File: src/rtl/distance_text_buffer_pkg.sv
// Shared constants for the distance status line: ASCII codes, line length,
// converter state encoding and the double-dabble digit adjust step.
package distance_pkg;

  localparam int TEXT_LEN = 15;

  localparam logic [6:0] CH_SPACE = 7'h20;
  localparam logic [6:0] CH_ZERO  = 7'h30;
  localparam logic [6:0] CH_DASH  = 7'h2D;
  localparam logic [6:0] CH_D     = 7'h44;
  localparam logic [6:0] CH_I     = 7'h49;
  localparam logic [6:0] CH_S     = 7'h53;
  localparam logic [6:0] CH_T     = 7'h54;
  localparam logic [6:0] CH_COLON = 7'h3A;
  localparam logic [6:0] CH_C     = 7'h63;
  localparam logic [6:0] CH_M     = 7'h6D;

  typedef enum logic [1:0] {
    ST_IDLE   = 2'd0,
    ST_SHIFT  = 2'd1,
    ST_COMMIT = 2'd2
  } conv_state_t;

  // Add 3 to every BCD nibble that is 5 or more, ahead of the shift.
  function automatic logic [19:0] bcd_adjust(input logic [19:0] b);
    logic [19:0] r;
    r = b;
    for (int i = 0; i < 5; i++) begin
      if (r[4*i +: 4] >= 4'd5) r[4*i +: 4] = r[4*i +: 4] + 4'd3;
    end
    return r;
  endfunction

endpackage

File: src/rtl/distance_text_buffer_if.sv
// Bundle between the ranging logic / overlay stage and the text buffer.
interface distance_text_buffer_if #(
  parameter int DIST_W = 16
);
  logic [DIST_W-1:0] dist_in;
  logic              dist_valid;
  logic [4:0]        char_xy;
  logic [6:0]        char_code;
  logic              busy;
  logic              done;

  modport master (
    output dist_in, dist_valid, char_xy,
    input  char_code, busy, done
  );

  modport slave (
    input  dist_in, dist_valid, char_xy,
    output char_code, busy, done
  );
endinterface

File: src/rtl/distance_text_buffer_bin2bcd_seq.sv
// Sequential double-dabble: one bit per cycle, DIST_W shift cycles, then a
// one-cycle COMMIT state flagged on done while bcd holds the final result.
module bin2bcd_seq
  import distance_pkg::*;
#(
  parameter int DIST_W = 16
) (
  input  logic              pclk,
  input  logic              rst,
  input  logic              start,
  input  logic [DIST_W-1:0] bin,
  output logic              busy,
  output logic              done,
  output logic [19:0]       bcd
);

  conv_state_t state, state_nxt;
  logic [15:0] sr;
  logic [3:0]  cnt;
  logic [19:0] adj;

  always_ff @(posedge pclk) begin
    if (!rst) state <= ST_IDLE;
    else      state <= state_nxt;
  end

  always_comb begin
    state_nxt = state;
    case (state)
      ST_IDLE:   if (start) state_nxt = ST_SHIFT;
      ST_SHIFT:  if (cnt == 4'd0) state_nxt = ST_COMMIT;
      ST_COMMIT: state_nxt = ST_IDLE;
      default:   state_nxt = ST_IDLE;
    endcase
  end

  always_comb begin
    busy = (state != ST_IDLE);
    done = (state == ST_COMMIT);
  end

  assign adj = bcd_adjust(bcd);

  // Narrow inputs are left-aligned so DIST_W shifts consume every value bit.
  always_ff @(posedge pclk) begin
    if (!rst) begin
      sr  <= '0;
      bcd <= '0;
      cnt <= '0;
    end else begin
      case (state)
        ST_IDLE: begin
          if (start) begin
            sr  <= 16'(bin) << (16 - DIST_W);
            bcd <= '0;
            cnt <= 4'(DIST_W - 1);
          end
        end
        ST_SHIFT: begin
          {bcd, sr} <= {adj[18:0], sr, 1'b0};
          cnt       <= cnt - 4'd1;
        end
        default: ;
      endcase
    end
  end

endmodule

File: src/rtl/distance_text_buffer.sv
// Status line "DIST: ddddd cm " with a one-deep pending slot in front of the
// converter; display updates atomically and char_code is registered (1 cycle).
module distance_text_buffer
  import distance_pkg::*;
#(
  parameter int DIST_W = 16,
  parameter int MAX_CM = 400
) (
  input logic                   pclk,
  input logic                   rst,
  distance_text_buffer_if.slave bus
);

  localparam logic [DIST_W-1:0] MAX_V = DIST_W'(MAX_CM);

  logic              conv_busy, conv_done, start;
  logic [19:0]       conv_bcd;
  logic [DIST_W-1:0] load_val, pend_val;
  logic              pend_full, over_nxt;
  logic [19:0]       disp_dig;
  logic              disp_over;
  logic              done_r;
  logic [6:0]        code_r, glyph;
  logic [4:1]        blank;

  // A waiting pending value is older than a same-cycle strobe, so it goes first.
  assign start    = !conv_busy && (bus.dist_valid || pend_full);
  assign load_val = pend_full ? pend_val : bus.dist_in;

  bin2bcd_seq #(.DIST_W(DIST_W)) u_conv (
    .pclk  (pclk),
    .rst   (rst),
    .start (start),
    .bin   (load_val),
    .busy  (conv_busy),
    .done  (conv_done),
    .bcd   (conv_bcd)
  );

  always_ff @(posedge pclk) begin
    if (!rst) begin
      pend_full <= 1'b0;
      pend_val  <= '0;
      over_nxt  <= 1'b0;
      disp_dig  <= '0;
      disp_over <= 1'b0;
      done_r    <= 1'b0;
      code_r    <= CH_SPACE;
    end else begin
      if (start) over_nxt <= (load_val > MAX_V);
      if (bus.dist_valid && (conv_busy || pend_full)) begin
        pend_full <= 1'b1;
        pend_val  <= bus.dist_in;
      end else if (start && pend_full) begin
        pend_full <= 1'b0;
      end
      if (conv_done) begin
        disp_dig  <= conv_bcd;
        disp_over <= over_nxt;
      end
      done_r <= conv_done;
      code_r <= glyph;
    end
  end

  function automatic logic [6:0] render(input logic [3:0] n, input logic blk,
                                        input logic over);
    if (over) return CH_DASH;
    if (blk)  return CH_SPACE;
    return CH_ZERO + {3'b000, n};
  endfunction

  always_comb begin
    blank[4] = (disp_dig[19:16] == 4'd0);
    blank[3] = blank[4] && (disp_dig[15:12] == 4'd0);
    blank[2] = blank[3] && (disp_dig[11:8] == 4'd0);
    blank[1] = blank[2] && (disp_dig[7:4] == 4'd0);
  end

  always_comb begin
    glyph = CH_SPACE;
    case (bus.char_xy)
      5'd0:    glyph = CH_D;
      5'd1:    glyph = CH_I;
      5'd2:    glyph = CH_S;
      5'd3:    glyph = CH_T;
      5'd4:    glyph = CH_COLON;
      5'd6:    glyph = render(disp_dig[19:16], blank[4], disp_over);
      5'd7:    glyph = render(disp_dig[15:12], blank[3], disp_over);
      5'd8:    glyph = render(disp_dig[11:8],  blank[2], disp_over);
      5'd9:    glyph = render(disp_dig[7:4],   blank[1], disp_over);
      5'd10:   glyph = render(disp_dig[3:0],   1'b0,     disp_over);
      5'd12:   glyph = CH_C;
      5'd13:   glyph = CH_M;
      default: glyph = CH_SPACE;
    endcase
  end

  assign bus.char_code = code_r;
  assign bus.busy      = conv_busy;
  assign bus.done      = done_r;

endmodule

File: src/flat_wrapper.sv
// flat-port wrapper written by rule: the top's interface ports become plain ports
module distance_text_buffer_flat import distance_pkg::*;
#(
  parameter int DIST_W = 16,
  parameter int MAX_CM = 400
)
  (pclk, rst, bus_dist_in, bus_dist_valid, bus_char_xy, bus_char_code, bus_busy, bus_done);
  distance_text_buffer_if #(.DIST_W(DIST_W)) bus_i ();
  input logic pclk;
  input logic rst;
  input wire logic [$bits(bus_i.dist_in)-1:0] bus_dist_in;
  input wire logic [$bits(bus_i.dist_valid)-1:0] bus_dist_valid;
  input wire logic [$bits(bus_i.char_xy)-1:0] bus_char_xy;
  output wire logic [$bits(bus_i.char_code)-1:0] bus_char_code;
  output wire logic [$bits(bus_i.busy)-1:0] bus_busy;
  output wire logic [$bits(bus_i.done)-1:0] bus_done;
  assign bus_i.dist_in = bus_dist_in;
  assign bus_i.dist_valid = bus_dist_valid;
  assign bus_i.char_xy = bus_char_xy;
  assign bus_char_code = bus_i.char_code;
  assign bus_busy = bus_i.busy;
  assign bus_done = bus_i.done;
  distance_text_buffer #(.DIST_W(DIST_W), .MAX_CM(MAX_CM)) u_core (.pclk(pclk), .rst(rst), .bus(bus_i));
endmodule
File: config.mk
export PLATFORM = sky130hd
export DESIGN_NAME = distance_text_buffer_flat
export DESIGN_NICKNAME = d
export VERILOG_FILES = /design/src/rtl/distance_text_buffer_pkg.sv /design/src/rtl/distance_text_buffer_if.sv /design/src/rtl/distance_text_buffer_bin2bcd_seq.sv /design/src/rtl/distance_text_buffer.sv /design/src/flat_wrapper.sv
export SDC_FILE = /design/constraint.sdc
export NUM_CORES = 1
export LEC_CHECK = 0
export CORE_UTILIZATION = 30
export CTS_CLUSTER_SIZE = 25
export DETAILED_ROUTE_END_ITERATION = 16
export SLEW_MARGIN = 20
export SYNTH_ARGS = -nofsm -noshare
export SYNTH_HDL_FRONTEND = slang
export SYNTH_SLANG_ARGS = --single-unit
File: constraint.sdc
create_clock -name pclk -period 2.6 [get_ports pclk]
set_input_delay 0.26 -clock pclk [delete_from_list [all_inputs] [get_ports pclk]]
set_output_delay 0.26 -clock pclk [all_outputs]
set_load 0.05 [all_outputs]
==> impl_metrics.py <==
metrics = {
    "detailed_routing": {
        "avgRoutedWirePerCell_um": 14.25,
        "viasPerCell": 5.223,
        "drt_iter0_drc": 274,
        "drc": 0,
        "drtAntennaViolNets": 0,
        "top_layer": "met4",
        "vias": 3797,
        "wirelength_um": 10360,
        "drt_first_pass_iters": 12,
        "wl_met2_um": 4964,
        "met3WireLength_um": 482,
        "wl_met1_um": 4734,
    },
    "global_route": {
        "antenna_found_initial": 0,
        "first_global_vias": 3680,
        "grt_use_total_pct": 13.98,
        "overflow": 0,
        "grt_max_degree": 46,
        "grt_pass1_wl_um": 17690,
    },
    "sta": {
        "period_needed_ns": 2.224,
        "rsz0062_at_grt": "no",
        "drv_slew": 0,
        "clock.fmax_mhz": 449.6,
        "min_period_over_period_pct": 85.55,
        "whs_ns": 0.4595,
        "finalHoldViolations": 0,
        "finalClockSkew_ns": 0.009183,
        "fin_ws_ns": 0.3757,
        "relSlewSlack_pct": 46.55,
        "setup_viol": 0,
        "worst_slew_pin_slew_ns": 0.8018,
        "finalSetupTns_ns": 0,
    },
    "die": {
        "die_area_um2": 15540,
        "start_util_pct": 30.94,
        "pin_count": 33,
        "die_y_um": 124.7,
        "fp.dieW_um": 124.7,
        "row_count": 44,
        "core_um2": 14590,
    },
    "setup_path": {
        "cp_data_required_time_ns": 2.34,
        "critPathArrivalTime_ns": 1.96,
        "end_kind": "output port",
        "cp_top_family": "buffers and inverters",
        "cp_max_fo": 6,
        "start_kind": "register",
        "worstPathCellList": "or2_1, clkdlybuf4s50_1",
        "crit_slowest_cell": "clkdlybuf4s50_1",
        "critPathMaxStageDelay_ns": 0.88,
        "critPathKind": "register to output port",
        "critPathBufInv": 1,
    },
    "logic_synthesis": {
        "synthCells": 526,
        "synthDistinctLibCells": 53,
        "async_flop_share_pct": 0,
        "synth_area_um2": 4514,
        "synthFlopType": "dfxtp_1",
        "yosys_warnings": 0,
        "synth_fp_nets": 561,
        "synth-edff-count": 0,
        "synth_common_cells": "nand2_1 (92), dfxtp_1 (89), a21boi_0 (42)",
        "yosysTopAreaCellShare_pct": 39.47,
        "synth.avg_cell_area_um2": 8.582,
        "synth_area_leaders": "dfxtp_1 (39%), nand2_1 (7.6%), a21boi_0 (7.0%), mux2_2 (5.5%), nor2b_1 (4.4%)",
        "yosysSeqAreaShare_pct": 39.47,
        "synth_seq_cells": 89,
        "yosysTopAreaCell": "dfxtp_1",
        "yosysMostFrequentCell": "nand2_1",
    },
    "cts": {
        "clkLatencyLatePin_ns": 0.35,
        "hold_buffers": 0,
        "clk_pin_slew_worst_paths_ns": 0.07,
        "clkSinkCount": 89,
        "postCtsSetupRepairBufs": 0,
        "clock-root-buffer": "clkbuf_16",
        "cts_buffer_depth": 2,
        "htree_levels": 3,
        "cts_tree": "built",
        "ctsResizeCount": 0,
        "tritoncts.num_buffers": 9,
    },
    "power_and_ir_drop": {
        "vdd_ir_drop_max_v": 0.0002934,
        "leakage_uw": 0.001764,
        "power_density_nw_per_um2": 606.5,
    },
    "place": {
        "gp_congestion": 0.8091,
        "dp_hpwl_um": 7182,
        "place_ws_ns": 0.5070,
        "port_buffers": 32,
        "postPlaceCellArea_um2": 4932,
    },
    "layout": {
        "multiInputGateArea_um2": 2489,
        "nFillCells": 1486,
        "final_util_pct": 35.75,
        "drive_above_1_share_pct": 9.761,
        "seq_area_um2": 1782,
        "nets": 573,
        "antenna_cells": 0,
        "design_area_um2": 5215,
        "area_growth_pct": 15.52,
    },
    "min_path": {
        "worstHoldPathType": "input port to register",
    },
    "run_status": {
        "status": "finished, final reports clean",
    },
    "job": {
        "drv_cap": 0,
    },
}
==> final timing paths <==
check                          from                   to  slack, ns  depth (start not counted)
min reg2reg     u_core.pend_val[12]  u_core.pend_val[12]       0.47                          2
max          u_core.u_conv.state[1]             bus_busy       0.38                          2
max reg2reg        u_core.pend_full      u_core.over_nxt       0.58                          5
min                             rst   u_core.disp_dig[0]       0.46                          2
==> stage by stage <==
stage	total power, µW	cells
CTS	3209	727
global route	3329	727
global placement	1942	711
finish	3163	727
detailed placement	1953	711
floorplan	1835	526
==> logic make-up (layout without fill, tap and decap cells) <==
logic type	after synthesis	in the layout	synth area share, %
AO/OA/AOI/OAI	136	136	21.87
XOR/XNOR	10	10	1.940
adder cells (fa/ha/maj)	12	12	3.270
buffers and inverters	54	71	5.460
flip-flops	89	89	39.47
multiplexers	24	24	5.931
AND/OR/NAND/NOR	201	201	22.06
==> layout by cell type, fill, tap and decap left out, drive strengths merged, types with 13 or more instances in the layout <==
master / synthesis / final
a21boi: 42 / 42
a222oi: 15 / 15
dfxtp: 89 / 89
mux2: 22 / 22
clkdlybuf4s50: 0 / 31
o21ai: 23 / 23
inv: 15 / 16
a21oi: 17 / 17
nor2b: 32 / 32
nor3: 13 / 13
nand2: 92 / 92
nor2: 18 / 18
==> cell type report <==
class,instances,share of cell area [%]
clock buffer,11,4.655
clock inverter,5,0.7678
inverter,15,1.080
multi-input combinational,383,47.72
sequential,89,34.17
tap,184,4.415
timing repair buffer,40,7.198
==> metal layers <==
metal	GRT usage, %	up-vias
li1	-	1882
met3	3.909	16
met2	22.94	86
met4	5.457	0
met5	0	-
met1	17.22	1813
==> worst register-to-register path, cell delays in order, from the launching register on <==
cell and delay (ns):
dfxtp_1 0.71, buf_4 0.32, nor4b_1 0.34, a21oi_1 0.16
nor4_2 0.27, a31oi_1 0.10
==> power breakdown <==
group          switching, µW  internal [µW]
logic                    261            187
clock network            557            681
registers               50.6           1430
total                    868           2290
==> flip-flops by register name (all words and copies together) (netlist names) <==
name	flops
u_core.over_nxt	1
u_core.u_conv.cnt	4
u_core.disp_over	1
u_core.pend_val	16
u_core.u_conv.sr	16
u_core.u_conv.bcd	20
u_core.pend_full	1
u_core.disp_dig	20
u_core.bus.char_code	7
u_core.bus.done	1
u_core.u_conv.state	2
(Power assumes the default switching activity.)
